### config.mk
export PLATFORM = sky130hd
export DESIGN_NAME = l3_bank_arbiter_flat
export DESIGN_NICKNAME = d
export VERILOG_FILES = /design/src/rtl/l3_bank_arbiter_pkg.sv /design/src/rtl/l3_bank_arbiter_if.sv /design/src/rtl/l3_bank_arbiter_rr_arbiter.sv /design/src/rtl/l3_bank_arbiter.sv /design/src/flat_wrapper.sv
export SDC_FILE = /design/constraint.sdc
export NUM_CORES = 1
export LEC_CHECK = 0
export ABC_AREA = 0
export CORE_MARGIN = 8
export CORE_UTILIZATION = 33
export CTS_CLUSTER_DIAMETER = 30
export DETAILED_ROUTE_END_ITERATION = 10
export PLACE_DENSITY = 0.92
export RECOVER_POWER = 100
export SLEW_MARGIN = 10
export SYNTH_ARGS = -nofsm -noshare
export SYNTH_HDL_FRONTEND = slang
export SYNTH_SLANG_ARGS = --single-unit
### constraint.sdc
create_clock -name clk -period 5 [get_ports clk]
set_input_delay 0.5 -clock clk [delete_from_list [all_inputs] [get_ports clk]]
set_output_delay 0.5 -clock clk [all_outputs]
set_load 0.01 [all_outputs]
### src/rtl/l3_bank_arbiter_pkg.sv
// Shared L3 definitions: bank geometry, core count and sequencer state encoding.
package l3_pkg;

    localparam int unsigned L3_ADDR_W    = 5;
    localparam int unsigned L3_DATA_W    = 32;
    localparam int unsigned L3_NUM_CORES = 6;
    localparam int unsigned L3_ID_W      = 3;

    typedef enum logic [0:0] {
        L3_INIT = 1'b0,
        L3_RUN  = 1'b1
    } l3_state_e;

endpackage

### src/rtl/l3_bank_arbiter_if.sv
// Requester, response and RAM32 signals of one L3 bank sequencer.
interface l3_bank_arbiter_if
    import l3_pkg::*;
#(
    parameter int unsigned NUM_REQ = L3_NUM_CORES,
    parameter int unsigned ADDR_W  = L3_ADDR_W,
    parameter int unsigned DATA_W  = L3_DATA_W,
    parameter int unsigned ID_W    = L3_ID_W
);

    logic [NUM_REQ-1:0]        req_valid;
    logic [NUM_REQ-1:0]        req_we;
    logic [NUM_REQ*ADDR_W-1:0] req_addr;
    logic [NUM_REQ*DATA_W-1:0] req_wdata;
    logic [NUM_REQ-1:0]        req_ready;

    logic                      rsp_valid;
    logic [ID_W-1:0]           rsp_id;
    logic                      rsp_we;
    logic [DATA_W-1:0]         rsp_data;

    logic [ADDR_W-1:0]         ram_a;
    logic [DATA_W-1:0]         ram_d;
    logic                      ram_we;
    logic [DATA_W-1:0]         ram_q;

    logic                      init_done;
    logic [15:0]               grant_cnt;

    // Arbiter side.
    modport slave (
        input  req_valid, req_we, req_addr, req_wdata, ram_q,
        output req_ready, rsp_valid, rsp_id, rsp_we, rsp_data,
        output ram_a, ram_d, ram_we, init_done, grant_cnt
    );

    // Requesters plus RAM side.
    modport master (
        output req_valid, req_we, req_addr, req_wdata, ram_q,
        input  req_ready, rsp_valid, rsp_id, rsp_we, rsp_data,
        input  ram_a, ram_d, ram_we, init_done, grant_cnt
    );

endinterface

### src/rtl/l3_bank_arbiter_rr_arbiter.sv
// Combinational round-robin picker: scan starts one past the last winner.
module rr_arbiter #(
    parameter int unsigned NUM_REQ = 6,
    parameter int unsigned ID_W    = 3
) (
    input  logic [NUM_REQ-1:0] req,
    input  logic [ID_W-1:0]    ptr,
    output logic [NUM_REQ-1:0] grant,
    output logic [ID_W-1:0]    winner,
    output logic               any_grant
);

    // First set request at (ptr+1), (ptr+2), ... modulo NUM_REQ wins.
    always_comb begin
        logic [ID_W-1:0] idx;
        grant     = '0;
        winner    = '0;
        any_grant = 1'b0;
        idx       = '0;
        for (int unsigned off = 1; off <= NUM_REQ; off++) begin
            idx = ID_W'((32'(ptr) + off) % NUM_REQ);
            if (!any_grant && req[idx]) begin
                grant[idx] = 1'b1;
                winner     = idx;
                any_grant  = 1'b1;
            end
        end
    end

endmodule

### src/rtl/l3_bank_arbiter.sv
// L3 RAM32 bank sequencer: zero-scrub after reset, then round-robin single-port access.
module l3_bank_arbiter
    import l3_pkg::*;
#(
    parameter int unsigned NUM_REQ = L3_NUM_CORES,
    parameter int unsigned ADDR_W  = L3_ADDR_W,
    parameter int unsigned DATA_W  = L3_DATA_W,
    parameter int unsigned ID_W    = L3_ID_W
) (
    input  logic            clk,
    input  logic            rst,
    l3_bank_arbiter_if.slave bus
);

    localparam logic [0:0]        ST_INIT   = 1'(L3_INIT);
    localparam logic [0:0]        ST_RUN    = 1'(L3_RUN);
    localparam logic [ADDR_W-1:0] LAST_ADDR = '1;

    logic [0:0]         state;
    logic [0:0]         state_d;
    logic [ADDR_W-1:0]  scrub_cnt;
    logic [ID_W-1:0]    ptr;
    logic [NUM_REQ-1:0] arb_req;
    logic [NUM_REQ-1:0] grant;
    logic [ID_W-1:0]    winner;
    logic               any_grant;
    logic               win_we;
    logic [ADDR_W-1:0]  win_addr;
    logic [DATA_W-1:0]  win_wdata;

    // Only arbitrate in RUN; reset blocks any handshake in the same cycle.
    assign arb_req = (state == ST_RUN && !rst) ? bus.req_valid : '0;

    rr_arbiter #(
        .NUM_REQ (NUM_REQ),
        .ID_W    (ID_W)
    ) u_rr_arbiter (
        .req       (arb_req),
        .ptr       (ptr),
        .grant     (grant),
        .winner    (winner),
        .any_grant (any_grant)
    );

    assign win_we    = bus.req_we[winner];
    assign win_addr  = bus.req_addr[32'(winner)*ADDR_W +: ADDR_W];
    assign win_wdata = bus.req_wdata[32'(winner)*DATA_W +: DATA_W];

    // Read data is only meaningful for a read response; everything else returns zero.
    assign bus.rsp_data = (bus.rsp_valid && !bus.rsp_we) ? bus.ram_q : '0;

    // State register.
    always_ff @(posedge clk) begin
        if (rst) begin
            state <= ST_INIT;
        end else begin
            state <= state_d;
        end
    end

    // Next state plus same-cycle grant and RAM port drive.
    always_comb begin
        state_d       = state;
        bus.req_ready = '0;
        bus.ram_we    = 1'b0;
        bus.ram_a     = '0;
        bus.ram_d     = '0;
        if (!rst) begin
            case (state)
                ST_INIT: begin
                    bus.ram_we = 1'b1;
                    bus.ram_a  = scrub_cnt;
                    if (scrub_cnt == LAST_ADDR) begin
                        state_d = ST_RUN;
                    end
                end
                ST_RUN: begin
                    bus.req_ready = grant;
                    if (any_grant) begin
                        bus.ram_we = win_we;
                        bus.ram_a  = win_addr;
                        bus.ram_d  = win_wdata;
                    end
                end
                default: state_d = ST_INIT;
            endcase
        end
    end

    // Scrub counter, RR pointer, grant counter and the one-cycle response pipeline.
    always_ff @(posedge clk) begin
        if (rst) begin
            scrub_cnt     <= '0;
            ptr           <= ID_W'(NUM_REQ - 1);
            bus.grant_cnt <= '0;
            bus.rsp_valid <= 1'b0;
            bus.rsp_id    <= '0;
            bus.rsp_we    <= 1'b0;
            bus.init_done <= 1'b0;
        end else begin
            if (state == ST_INIT) begin
                scrub_cnt <= scrub_cnt + ADDR_W'(1);
            end
            bus.init_done <= (state_d == ST_RUN);
            if (any_grant) begin
                ptr           <= winner;
                bus.grant_cnt <= bus.grant_cnt + 16'd1;
            end
            bus.rsp_valid <= any_grant;
            bus.rsp_id    <= any_grant ? winner : '0;
            bus.rsp_we    <= any_grant & win_we;
        end
    end

endmodule

### src/flat_wrapper.sv
// flat-port wrapper written by rule: the top's interface ports become plain ports
module l3_bank_arbiter_flat import l3_pkg::*;
#(
    parameter int unsigned NUM_REQ = L3_NUM_CORES,
    parameter int unsigned ADDR_W  = L3_ADDR_W,
    parameter int unsigned DATA_W  = L3_DATA_W,
    parameter int unsigned ID_W    = L3_ID_W
)
  (clk, rst, bus_req_valid, bus_req_we, bus_req_addr, bus_req_wdata, bus_ram_q, bus_req_ready, bus_rsp_valid, bus_rsp_id, bus_rsp_we, bus_rsp_data, bus_ram_a, bus_ram_d, bus_ram_we, bus_init_done, bus_grant_cnt);
  l3_bank_arbiter_if #(.NUM_REQ(NUM_REQ), .ADDR_W(ADDR_W), .DATA_W(DATA_W), .ID_W(ID_W)) bus_i ();
  input  logic clk;
  input  logic rst;
  input wire logic [$bits(bus_i.req_valid)-1:0] bus_req_valid;
  input wire logic [$bits(bus_i.req_we)-1:0] bus_req_we;
  input wire logic [$bits(bus_i.req_addr)-1:0] bus_req_addr;
  input wire logic [$bits(bus_i.req_wdata)-1:0] bus_req_wdata;
  input wire logic [$bits(bus_i.ram_q)-1:0] bus_ram_q;
  output wire logic [$bits(bus_i.req_ready)-1:0] bus_req_ready;
  output wire logic [$bits(bus_i.rsp_valid)-1:0] bus_rsp_valid;
  output wire logic [$bits(bus_i.rsp_id)-1:0] bus_rsp_id;
  output wire logic [$bits(bus_i.rsp_we)-1:0] bus_rsp_we;
  output wire logic [$bits(bus_i.rsp_data)-1:0] bus_rsp_data;
  output wire logic [$bits(bus_i.ram_a)-1:0] bus_ram_a;
  output wire logic [$bits(bus_i.ram_d)-1:0] bus_ram_d;
  output wire logic [$bits(bus_i.ram_we)-1:0] bus_ram_we;
  output wire logic [$bits(bus_i.init_done)-1:0] bus_init_done;
  output wire logic [$bits(bus_i.grant_cnt)-1:0] bus_grant_cnt;
  assign bus_i.req_valid = bus_req_valid;
  assign bus_i.req_we = bus_req_we;
  assign bus_i.req_addr = bus_req_addr;
  assign bus_i.req_wdata = bus_req_wdata;
  assign bus_i.ram_q = bus_ram_q;
  assign bus_req_ready = bus_i.req_ready;
  assign bus_rsp_valid = bus_i.rsp_valid;
  assign bus_rsp_id = bus_i.rsp_id;
  assign bus_rsp_we = bus_i.rsp_we;
  assign bus_rsp_data = bus_i.rsp_data;
  assign bus_ram_a = bus_i.ram_a;
  assign bus_ram_d = bus_i.ram_d;
  assign bus_ram_we = bus_i.ram_we;
  assign bus_init_done = bus_i.init_done;
  assign bus_grant_cnt = bus_i.grant_cnt;
  l3_bank_arbiter #(.NUM_REQ(NUM_REQ), .ADDR_W(ADDR_W), .DATA_W(DATA_W), .ID_W(ID_W)) u_core (.clk(clk), .rst(rst), .bus(bus_i));
endmodule
==> results.ini <==
[sta]
final.setup.worst_slack_ns=0.1046
fin_worst_skew_ns=0.003989
relSlewSlack_pct=41.13
timing.hold.ws_ns=0.4922
timing_hold_violations_final=0
slew_viol_final=0
fin_crit_sh_pct=97.91
max_slew.worst_pin.slew_ns=0.8830
final_period_minus_worst_setup_slack_ns=4.895
setup_viol=0
achievable_freq_mhz=204.3
setup-tns-final_ns=0

[flow_run]
maxCapViolations=0

[placed_design]
placement.cell_area_mm2=0.009364
place.gp.congestion=0.9469
pre_cts_ws_ns=-0.1254
dpl.cell_count=1190
buffer_ports.inserted=365
dpl.hpwl_mm=22.04

[logic_synthesis]
synth-async-reset-ratio_pct=0
synth-seq-cells=30
ys_seq_area_share_pct=11.70
avgSynthCellArea_um2=8.334
mapped_cells=616
synthFlopType=sky130_fd_sc_hd__dfxtp_1
yosysUniqueCellTypes=78
synth_warnings=0
mappedNetlistArea_mm2=0.005134
synth.net_count=897
synth_enable_flop_cells=0

[die]
start_util_pct=33.77
fp.dieArea_mm2=0.01980
ioPinCount=366
fp-row-count=45
floorplan.die.width_um=140.7
die_height_um=140.7
core_mm2=0.01520

[global_routing]
grt_antenna_before_repair=4
grt_start_max_net_pins=38
grt_pass1_vias=6806
gr-total-overflow=0
grt_first_pass_wirelength_mm=38.53
track_usage_pct=24.77

[cells_and_area]
most-common-layout-cells=sky130_fd_sc_hd__clkdlybuf4s50_1, sky130_fd_sc_hd__and2_1, sky130_fd_sc_hd__buf_4
nNetsFinal=1303
regArea_um2=601.8
final.fill_count=1286
layout_commonest_cell=sky130_fd_sc_hd__clkdlybuf4s50_1
finalCoreUtilization_pct=63.93
final_cell_area_mm2=0.009718
syn2layout_area_growth_pct=89.30
post_route_cells_drive_above_1_share_pct=24.05
multi_input_area_mm2=0.004307
post_layout_cell_count=1215

[critical_path]
worstPathArrival_ns=4.40
critical_path.startpoint_type=flip-flop
criticalPathCategory=flip-flop to primary output
timing.rr.start=u_core.ptr[1]
r2r.worst_path.cells=19
timing.critical_path.to_type=primary output
beginning_of_the_critical_path=u_core.ptr[1]
critical_path_required_ns=4.50
critPathSlowestCell=sky130_fd_sc_hd__or4b_4
path_max_fanout=15
slowest_delay_ns=0.49
crit_chain=buf_4 -> ha_2 -> xnor2_2 -> ha_1 -> or4b_4 -> and3_4 -> a31oi_4 -> buf_6 -> nand4_1 -> nor3_2 -> and2_4 -> nor2_4 -> inv_4 -> buf_12 -> and2_1 -> a211oi_4 -> a2111oi_2 -> dlygate4sd1_1

[drt]
detail_route.first_pass.iterations=5
routed_via_density=5.502
postRouteAntennaNets=0
post_drt_wl_per_cell_um=22.12
detailed_route_iter0_violations=349
wirelength_mm=26.88
routed-via-count=6685
route.detailed.drc=0

[cts]
h_tree_levels=2
cts_max_path_buffers=2
cts-root-buf=sky130_fd_sc_hd__clkbuf_16
clkSlewWorstSetupHoldPaths_ns=0.05
source_to_sink_clock_delay_at_the_later_pin_of_the_worst_skew_pair_ns=0.28
cts_made_buffers=5
clock-sinks=30
cts_tree=built

[power_and_ir_drop]
power.density_cell_area_mw_per_mm2=471.9
vdd_ir_drop_max_v=0.0003010
p_leak_nw=3.796
total_power_mw=4.586

[hold_path]
hold_class=flip-flop to flip-flop
whs_path_depth=2
worst_min_path_start=u_core.bus.grant_cnt[15]

[status]
status=complete, no violations

[per-layer routing]
layer,vias up,part of all wire (%),wire length (um),global-route usage [%]
met3,59,8.9,2382,5.841
met2,408,49,13140,43.65
li1,3121,-,-,-
met4,0,4.2,1139,10.80
met5,-,0,0,0
met1,3097,38,10220,27.95
[kinds of logic after synthesis]
logic type | count (synthesis) | share of synthesized area [%]
and+or+nand+nor | 259 | 28.00
AOI/OAI and AO/OA | 165 | 32.05
buffers and inverters | 70 | 8.019
muxes | 64 | 14.14
DFF | 30 | 11.70
xor gates and xnor gates | 15 | 2.925
adders and majority gates | 13 | 3.168
[area by class of cell]
type	instances	area share, %
clock buffer	5	1.287
multi-input combinational	516	44.32
antenna	4	0.1030
inverter	15	0.6309
tap	188	2.421
sequential	30	6.193
clock inverter	3	0.4120
timing repair buffer	454	44.64
[cell usage after synthesis, drive strengths merged (7+ instances only)]
| library cell | count | share of area [%] |
|---|---|---|
| a21oi | 14 | 1.7 |
| inv | 15 | 1.1 |
| nand3 | 7 | 0.78 |
| ha | 13 | 3.2 |
| xor2 | 10 | 2.1 |
| buf | 31 | 5.1 |
| and2 | 100 | 12 |
| and3 | 7 | 1.0 |
| nor4 | 9 | 1.5 |
| dfxtp | 30 | 12 |
| o21ai | 13 | 1.4 |
| nor2 | 43 | 3.2 |
| clkbuf | 24 | 1.8 |
| mux2 | 8 | 1.8 |
| nor3 | 15 | 1.5 |
| a211oi | 69 | 13 |
| mux2i | 51 | 10 |
| a2111oi | 34 | 9.6 |
| nand2 | 45 | 3.3 |
[path summary, 6_finish.rpt]
check	endpoint	slack, ns
hold reg to reg	u_core.bus.grant_cnt[15]	0.49
setup / recovery	bus_ram_d[27]	0.10
setup reg to reg	u_core.bus.grant_cnt[11]	0.61
hold / removal	u_core.bus.grant_cnt[15]	0.49
[power by group]
group,leakage (nW),total (mW),switching (mW),internal (mW)
sequential,0.244,0.300,0.0269,0.273
combinational,3.47,3.94,2.08,1.87
clock,0.0836,0.342,0.110,0.233
[sequential cells by signal, summed over array words and instances, names as in the netlist]
signal,cells
u_core.scrub_cnt,5
u_core.bus.rsp_valid,1
u_core.bus.rsp_we,1
u_core.bus.grant_cnt,16
u_core.bus.init_done,1
u_core.ptr,3
u_core.bus.rsp_id,3
[worst max-delay path, delay by kind of cell, from the launching register on]
family	cells	cell delay [ns]
buf+inv	5	0.89
flops	1	0.32
simple gates	7	1.61
compound gates	3	0.58
xor+xnor	1	0.23
fa+ha+maj	2	0.47
[what timing repair did]
action,in CTS,in global routing
buffers inserted,0,13
endpoints found under the hold margin,0,0
pin swaps,1,15
resized for setup,55,117
hold buffers,0,0
setup endpoints to repair,38,38
cloned,0,1
No activity file was read; power rests on OpenSTA's default activity.
